File: src/rtl/arb_pkg.sv
// arb_pkg: shared definitions for the channel readout arbiter.
//   - control-word (CW) field positions
//   - filler word written when a block is aborted on timeout
//   - arbiter FSM state encoding
package arb_pkg;

  // CW layout: [15] flag, [14:9] channel, [8:0] body length L
  localparam int CW_FLAG = 15;
  localparam int CH_HI   = 14;
  localparam int CH_LO   = 9;
  localparam int LEN_HI  = 8;
  localparam int LEN_LO  = 0;

  localparam logic [15:0] FILLER = 16'h7FFF;

  // The header check is combinational inside SCAN, so it needs no state.
  typedef enum logic [1:0] {
    SCAN = 2'd0,
    BODY = 2'd1,
    NEXT = 2'd2
  } arb_state_e;

endpackage

File: src/rtl/arb_ofifo.sv
// arb_ofifo: synchronous first-word-fall-through FIFO for the framed stream.
// Ports:
//   clk, rst_n        clock, asynchronous active-low reset
//   wr_en, wr_data    write side; a write while full is ignored
//   rd_en             pop the head word (ignored while empty)
//   rd_data, rd_valid head word (zero while empty) and non-empty flag
//   free              registered free-entry count (DEPTH after reset)
module arb_ofifo #(
  parameter int W     = 18,
  parameter int ABITS = 4
) (
  input  logic           clk,
  input  logic           rst_n,
  input  logic           wr_en,
  input  logic [W-1:0]   wr_data,
  input  logic           rd_en,
  output logic [W-1:0]   rd_data,
  output logic           rd_valid,
  output logic [ABITS:0] free
);

  localparam int DEPTH = 1 << ABITS;
  localparam logic [ABITS:0] FULL_CNT = (ABITS+1)'(DEPTH);

  logic [W-1:0]     mem [DEPTH];
  logic [ABITS-1:0] wptr_q, rptr_q;
  logic [ABITS:0]   count_q, count_d;
  logic             do_wr, do_rd;

  assign do_wr = wr_en && (count_q != FULL_CNT);
  assign do_rd = rd_en && (count_q != '0);

  always_comb begin
    count_d = count_q;
    if (do_wr && !do_rd)
      count_d = count_q + (ABITS+1)'(1);
    else if (!do_wr && do_rd)
      count_d = count_q - (ABITS+1)'(1);
  end

  always_ff @(posedge clk or negedge rst_n) begin
    if (!rst_n) begin
      wptr_q  <= '0;
      rptr_q  <= '0;
      count_q <= '0;
      free    <= FULL_CNT;
    end else begin
      if (do_wr) wptr_q <= wptr_q + ABITS'(1);
      if (do_rd) rptr_q <= rptr_q + ABITS'(1);
      count_q <= count_d;
      // free follows the post-edge occupancy so the arbiter sees it one
      // cycle later as a plain register
      free    <= FULL_CNT - count_d;
    end
  end

  always_ff @(posedge clk) begin
    if (do_wr) mem[wptr_q] <= wr_data;
  end

  assign rd_valid = (count_q != '0);
  // gate the head word so the outputs read zero while empty
  assign rd_data  = rd_valid ? mem[rptr_q] : '0;

endmodule

File: src/rtl/chan_arbiter.sv
// chan_arbiter: round-robin collector of trigger blocks from the channel
// readout bus, merged into one framed 16-bit stream.
// Ports:
//   clk, rst_n    clock, asynchronous active-low reset
//   give          one-hot registered read request to channel cur
//   have          per-channel acknowledge (combinational from give)
//   din           shared data bus, valid when give[i] & have[i]
//   chmask        1 = channel skipped by the scan
//   odata/osof/oeof/ovalid, oready  framed output stream
//   blk_done      1-clk pulse per block completely written to the FIFO
//   err           1-clk pulse on a protocol error (bad CW, flagged body
//                 word, timeout)
//   busy          FSM is not in SCAN
//   dbg_state     current FSM state
//
// Handshakes: on the bus, a word moves on every rising edge where
// give[cur] & have[cur]; on the output, a word moves on every rising edge
// where ovalid & oready, and odata/osof/oeof hold steady while ovalid is
// high and oready is low.
module chan_arbiter
  import arb_pkg::*;
#(
  parameter int NCH   = 16,
  parameter int OBITS = 4,
  parameter int TMO   = 255
) (
  input  logic             clk,
  input  logic             rst_n,
  output logic [NCH-1:0]   give,
  input  logic [NCH-1:0]   have,
  input  logic [15:0]      din,
  input  logic [NCH-1:0]   chmask,
  output logic [15:0]      odata,
  output logic             osof,
  output logic             oeof,
  output logic             ovalid,
  input  logic             oready,
  output logic             blk_done,
  output logic             err,
  output logic             busy,
  output arb_state_e       dbg_state
);

  localparam int CURW = (NCH > 1) ? $clog2(NCH) : 1;
  localparam int TW   = $clog2(TMO + 1);

  arb_state_e      state_q, state_d;
  logic [CURW-1:0] cur_q, cur_d, cur_inc;
  logic [NCH-1:0]  give_d;
  logic [8:0]      rem_q, rem_d;
  logic [TW-1:0]   tmo_q, tmo_d;
  logic            done_d, err_d;
  logic            consumed, space, hdr_ok, give_en;
  logic            wr_en;
  logic [17:0]     wr_data, rd_data;
  logic [OBITS:0]  free;

  assign consumed = give[cur_q] & have[cur_q];
  // Two free entries cover the word that may land on the edge that
  // samples free plus the word requested by the give issued on that edge.
  assign space    = free >= (OBITS+1)'(2);
  assign cur_inc  = (cur_q == CURW'(NCH - 1)) ? '0 : cur_q + CURW'(1);
  assign hdr_ok   = din[CW_FLAG] && (din[CH_HI:CH_LO] == 6'(cur_q));

  always_comb begin
    state_d = state_q;
    cur_d   = cur_q;
    rem_d   = rem_q;
    tmo_d   = tmo_q;
    wr_en   = 1'b0;
    wr_data = '0;
    done_d  = 1'b0;
    err_d   = 1'b0;
    case (state_q)
      SCAN: begin
        if (give[cur_q]) begin
          if (have[cur_q]) begin
            if (hdr_ok) begin
              wr_en   = 1'b1;
              wr_data = {1'b1, din[LEN_HI:LEN_LO] == 9'd0, din};
              rem_d   = din[LEN_HI:LEN_LO];
              tmo_d   = '0;
              if (din[LEN_HI:LEN_LO] == 9'd0) begin
                state_d = NEXT;
                done_d  = 1'b1;
              end else begin
                state_d = BODY;
              end
            end else begin
              err_d   = 1'b1;
              state_d = NEXT;
            end
          end else begin
            cur_d = cur_inc;
          end
        end else if (chmask[cur_q]) begin
          cur_d = cur_inc;
        end
        // unmasked with give low: waiting for FIFO space, stay on cur
      end
      BODY: begin
        if (consumed) begin
          wr_en   = 1'b1;
          wr_data = {1'b0, rem_q == 9'd1, din};
          rem_d   = rem_q - 9'd1;
          tmo_d   = '0;
          if (din[CW_FLAG]) err_d = 1'b1;
          if (rem_q == 9'd1) begin
            state_d = NEXT;
            done_d  = 1'b1;
          end
        end else if (give[cur_q]) begin
          // stalled with give high; frozen while give is low for space
          if (tmo_q == TW'(TMO - 1)) begin
            wr_en   = 1'b1;
            wr_data = {1'b0, 1'b1, FILLER};
            err_d   = 1'b1;
            state_d = NEXT;
          end else begin
            tmo_d = tmo_q + TW'(1);
          end
        end
      end
      NEXT: begin
        cur_d   = cur_inc;
        state_d = SCAN;
      end
      default: state_d = SCAN;
    endcase

    // give is registered: decide it from the state and index of next cycle
    give_en = space && (((state_d == SCAN) && !chmask[cur_d]) || (state_d == BODY));
    give_d  = give_en ? (NCH'(1) << cur_d) : '0;
  end

  always_ff @(posedge clk or negedge rst_n) begin
    if (!rst_n) begin
      state_q  <= SCAN;
      cur_q    <= '0;
      give     <= '0;
      rem_q    <= '0;
      tmo_q    <= '0;
      blk_done <= 1'b0;
      err      <= 1'b0;
    end else begin
      state_q  <= state_d;
      cur_q    <= cur_d;
      give     <= give_d;
      rem_q    <= rem_d;
      tmo_q    <= tmo_d;
      blk_done <= done_d;
      err      <= err_d;
    end
  end

  arb_ofifo #(
    .W     (18),
    .ABITS (OBITS)
  ) u_ofifo (
    .clk      (clk),
    .rst_n    (rst_n),
    .wr_en    (wr_en),
    .wr_data  (wr_data),
    .rd_en    (oready),
    .rd_data  (rd_data),
    .rd_valid (ovalid),
    .free     (free)
  );

  assign {osof, oeof, odata} = rd_data;
  assign busy      = (state_q != SCAN);
  assign dbg_state = state_q;

endmodule

File: config.mk
export PLATFORM = sky130hd
export DESIGN_NAME = chan_arbiter
export DESIGN_NICKNAME = d
export VERILOG_FILES = /design/src/rtl/arb_pkg.sv /design/src/rtl/arb_ofifo.sv /design/src/rtl/chan_arbiter.sv
export SDC_FILE = /design/constraint.sdc
export NUM_CORES = 1
export LEC_CHECK = 0
export CORE_MARGIN = 2
export CORE_UTILIZATION = 60
export CTS_BUF_LIST = sky130_fd_sc_hd__clkbuf_4
export DETAILED_ROUTE_END_ITERATION = 8
export GPL_ROUTABILITY_DRIVEN = 0
export PLACE_DENSITY_LB_ADDON = 0.3
export SETUP_SLACK_MARGIN = 0.3
export SLEW_MARGIN = 10
export SYNTH_ARGS = -nofsm -noshare
export SYNTH_HDL_FRONTEND = slang
export SYNTH_SLANG_ARGS = --single-unit
File: constraint.sdc
create_clock -name clk -period 12.3 [get_ports clk]
set_clock_uncertainty 0.05 [all_clocks]
set_input_delay 2.46 -clock clk [delete_from_list [all_inputs] [get_ports clk]]
set_output_delay 2.46 -clock clk [all_outputs]
set_load 0.02 [all_outputs]
==> reports/metrics.csv <==
metric;value;unit
start_util;61.47;%
r2r_end;u_ofifo.mem[14][6];
grt_max_degree;63;
r2r_cells;7;
htreeDepth;3;
grt_pass1_wl;50450;um
track_usage;26.21;%
cp-start-kind;register;
synthArstFlopShare;16.76;%
wl_per_cell;23.64;um
setup_violations;0;
fp.dieW;162.1;um
routed_wl;32930;um
die_area;26270;um^2
ios;91;
cts.sinks;346;
synth-main-ff-cell;edfxtp_1;
holdPathEnd;tmo_q[3];
grt_pass1_vias;8751;
final_layout_size_suffix_gt1_share;28.21;%
hold_depth;1;
end_kind;output port;
worstReg2RegStart;cur_q[0];
syn2layout_area_growth;15.71;%
syn_inst;850;
crit_required;9.79;ns
ys_types;76;
seq_area_frac_synth;67.38;%
synth_seq_cells;346;
portBuffers;90;
fin_crit_sh;54.75;%
final_hold_viol_count;0;
drc;0;
fp-row-count;57;
syn_nets;914;
coreArea;24390;um^2
dpl.hpwl;21510;um
yosysWarningCount;0;
netlist_area;14990;um^2
fin_nets;1063;
dieHeight;162.1;um
clkTransAtPathRegs;0.07;ns
critical_path_class;register to output port;
hold_path.class;register to register;
layout_common_cells;288 x edfxtp_1, 131 x clkbuf_4, 98 x mux4_2, 89 x clkdlybuf4s50_1, 55 x dfrtp_1;
maxSlewViolCount;0;
cts_resized;0;
antenna_found_initial;2;
clock.fmax;0.1485;GHz
vias;8541;
vias_per_cell;6.131;
status;finished clean;
cts_tree;built;
synth_edf_count;288;
clock_path_buffers;3;
crit_path_max_fanout;54;
cts_buffers;83;
overflow;0;
worstSkewPairLatency;0.69;ns
hp-start;tmo_q[3];
critPathArrivalTime;4.22;ns
period_minus_slack;6.734;ns
relSlewSlack;27.97;%
drtAntennaViolNets;0;
first_pass_iters;5;
dr.first_iter.drc_count;658;
peakVddDrop;0.2240;mV
cts-root-buf;clkbuf_4;
cts_post_setup_buffers_inserted;0;
final_common_cell;edfxtp_1;
p_total;3.400;mW
power.density;196.0;nW/um^2
holdBufCountCts;0;
rsz0062_at_grt;no;
power.leakage;6.574;nW
tightest_slew;1.078;ns
finalSetupTns;0;ns
maxCapViolations;0;
reg2reg_slack;7.14;ns
avgSynthCellArea;17.64;um^2
## worst max-delay path, cell delays in order (launching register included)
cell             delay (ns)
dfrtp_4                0.71
buf_4                  0.87
mux4_2                 0.66
mux4_2                 0.49
and2_1                 0.19
clkdlybuf4s50_1        0.56
## cell families after synthesis
family	after synthesis	synth area share, %
flops	346	67.38
simple gates	203	7.244
mux	122	16.91
compound gates	91	4.148
buf+inv	55	1.945
xor+xnor	20	1.294
fa+ha+maj	13	1.085
## layer usage
layer	global-route usage [%]	vias to the layer above	wire, um
li1	-	3754	-
met5	0	-	0
met1	37.19	4319	13340
met2	41.37	419	16170
met3	6.180	49	2791
met4	8.126	0	627
## through the flow
step | cell area, um^2 | setup WS [ns] | hold slack [ns] | util [%] | instances
after global routing | 17350 | 5.302 | 0.4993 | 71.12 | 1393
final | 17350 | 5.566 | 0.4519 | 71.12 | 1393
after detailed placement | 16230 | 5.402 | 0.4409 | 66.54 | 1238
after CTS | 17340 | 5.455 | 0.4491 | 71.07 | 1391
after floorplan | 14990 | 6.621 | 0.4086 | - | 850
after global placement | 16230 | 5.524 | 0.4377 | 66.54 | 1238
## state kept, by name, summed over array words and instances, names as in the netlist
name / count
u_ofifo.wptr_q: 4
give: 16
blk_done: 1
u_ofifo.free: 5
u_ofifo.count_q: 4
err: 1
tmo_q: 8
cur_q: 4
dbg_state: 2
u_ofifo.rptr_q: 4
u_ofifo.mem: 288
rem_q: 9
## cell usage after synthesis (5+ instances only)
master | number | area share [%]
nand3_1 | 17 | 0.57
nor3b_1 | 5 | 0.25
mux4_2 | 98 | 15
clkbuf_8 | 5 | 0.46
nor3_1 | 19 | 0.63
nand4_1 | 8 | 0.33
nor2_1 | 51 | 1.3
clkbuf_1 | 23 | 0.58
a21oi_1 | 17 | 0.57
buf_1 | 7 | 0.18
o21ai_0 | 25 | 0.83
o21a_1 | 11 | 0.55
nand2_1 | 41 | 1.0
ha_1 | 13 | 1.1
mux2i_1 | 14 | 0.93
xor2_1 | 8 | 0.47
xnor2_1 | 11 | 0.64
inv_1 | 13 | 0.33
a21o_1 | 6 | 0.30
and2_1 | 22 | 0.92
o31ai_1 | 5 | 0.25
nand2b_1 | 7 | 0.29
edfxtp_1 | 288 | 58
dfrtp_1 | 57 | 9.5
## layout make-up
| type | instances | area, um^2 |
|---|---|---|
| flip-flops and latches | 346 | 10110 |
| well taps | 324 | 405.4 |
| inverters | 15 | 56.30 |
| multi-input cells | 449 | 4667 |
| repair buffers | 104 | 1001 |
| fillers | 1558 | 7044 |
| clock inverters | 22 | 122.6 |
| clock buffers | 131 | 983.4 |
| diodes | 2 | 5.005 |
## worst max path at each step
stage,startpoint,endpoint,slack [ns],depth (start not counted)
CTS,u_ofifo.rptr_q[0],odata[10],5.45,5
finish,u_ofifo.rptr_q[0],odata[10],5.57,5
global route,u_ofifo.rptr_q[0],odata[13],5.30,5
floorplan,have[9],u_ofifo.mem[3][0],6.62,8
global placement,have[11],u_ofifo.mem[4][3],5.52,8
detailed placement,have[13],u_ofifo.mem[5][7],5.40,8
## power breakdown
part,leakage (nW),internal (mW),switching [mW]
Sequential,3.89,1.31,0.112
Combinational,2.03,0.483,0.551
Clock,0.657,0.507,0.439
Total,6.57,2.30,1.10
No activity file was read; power rests on OpenSTA's default activity.
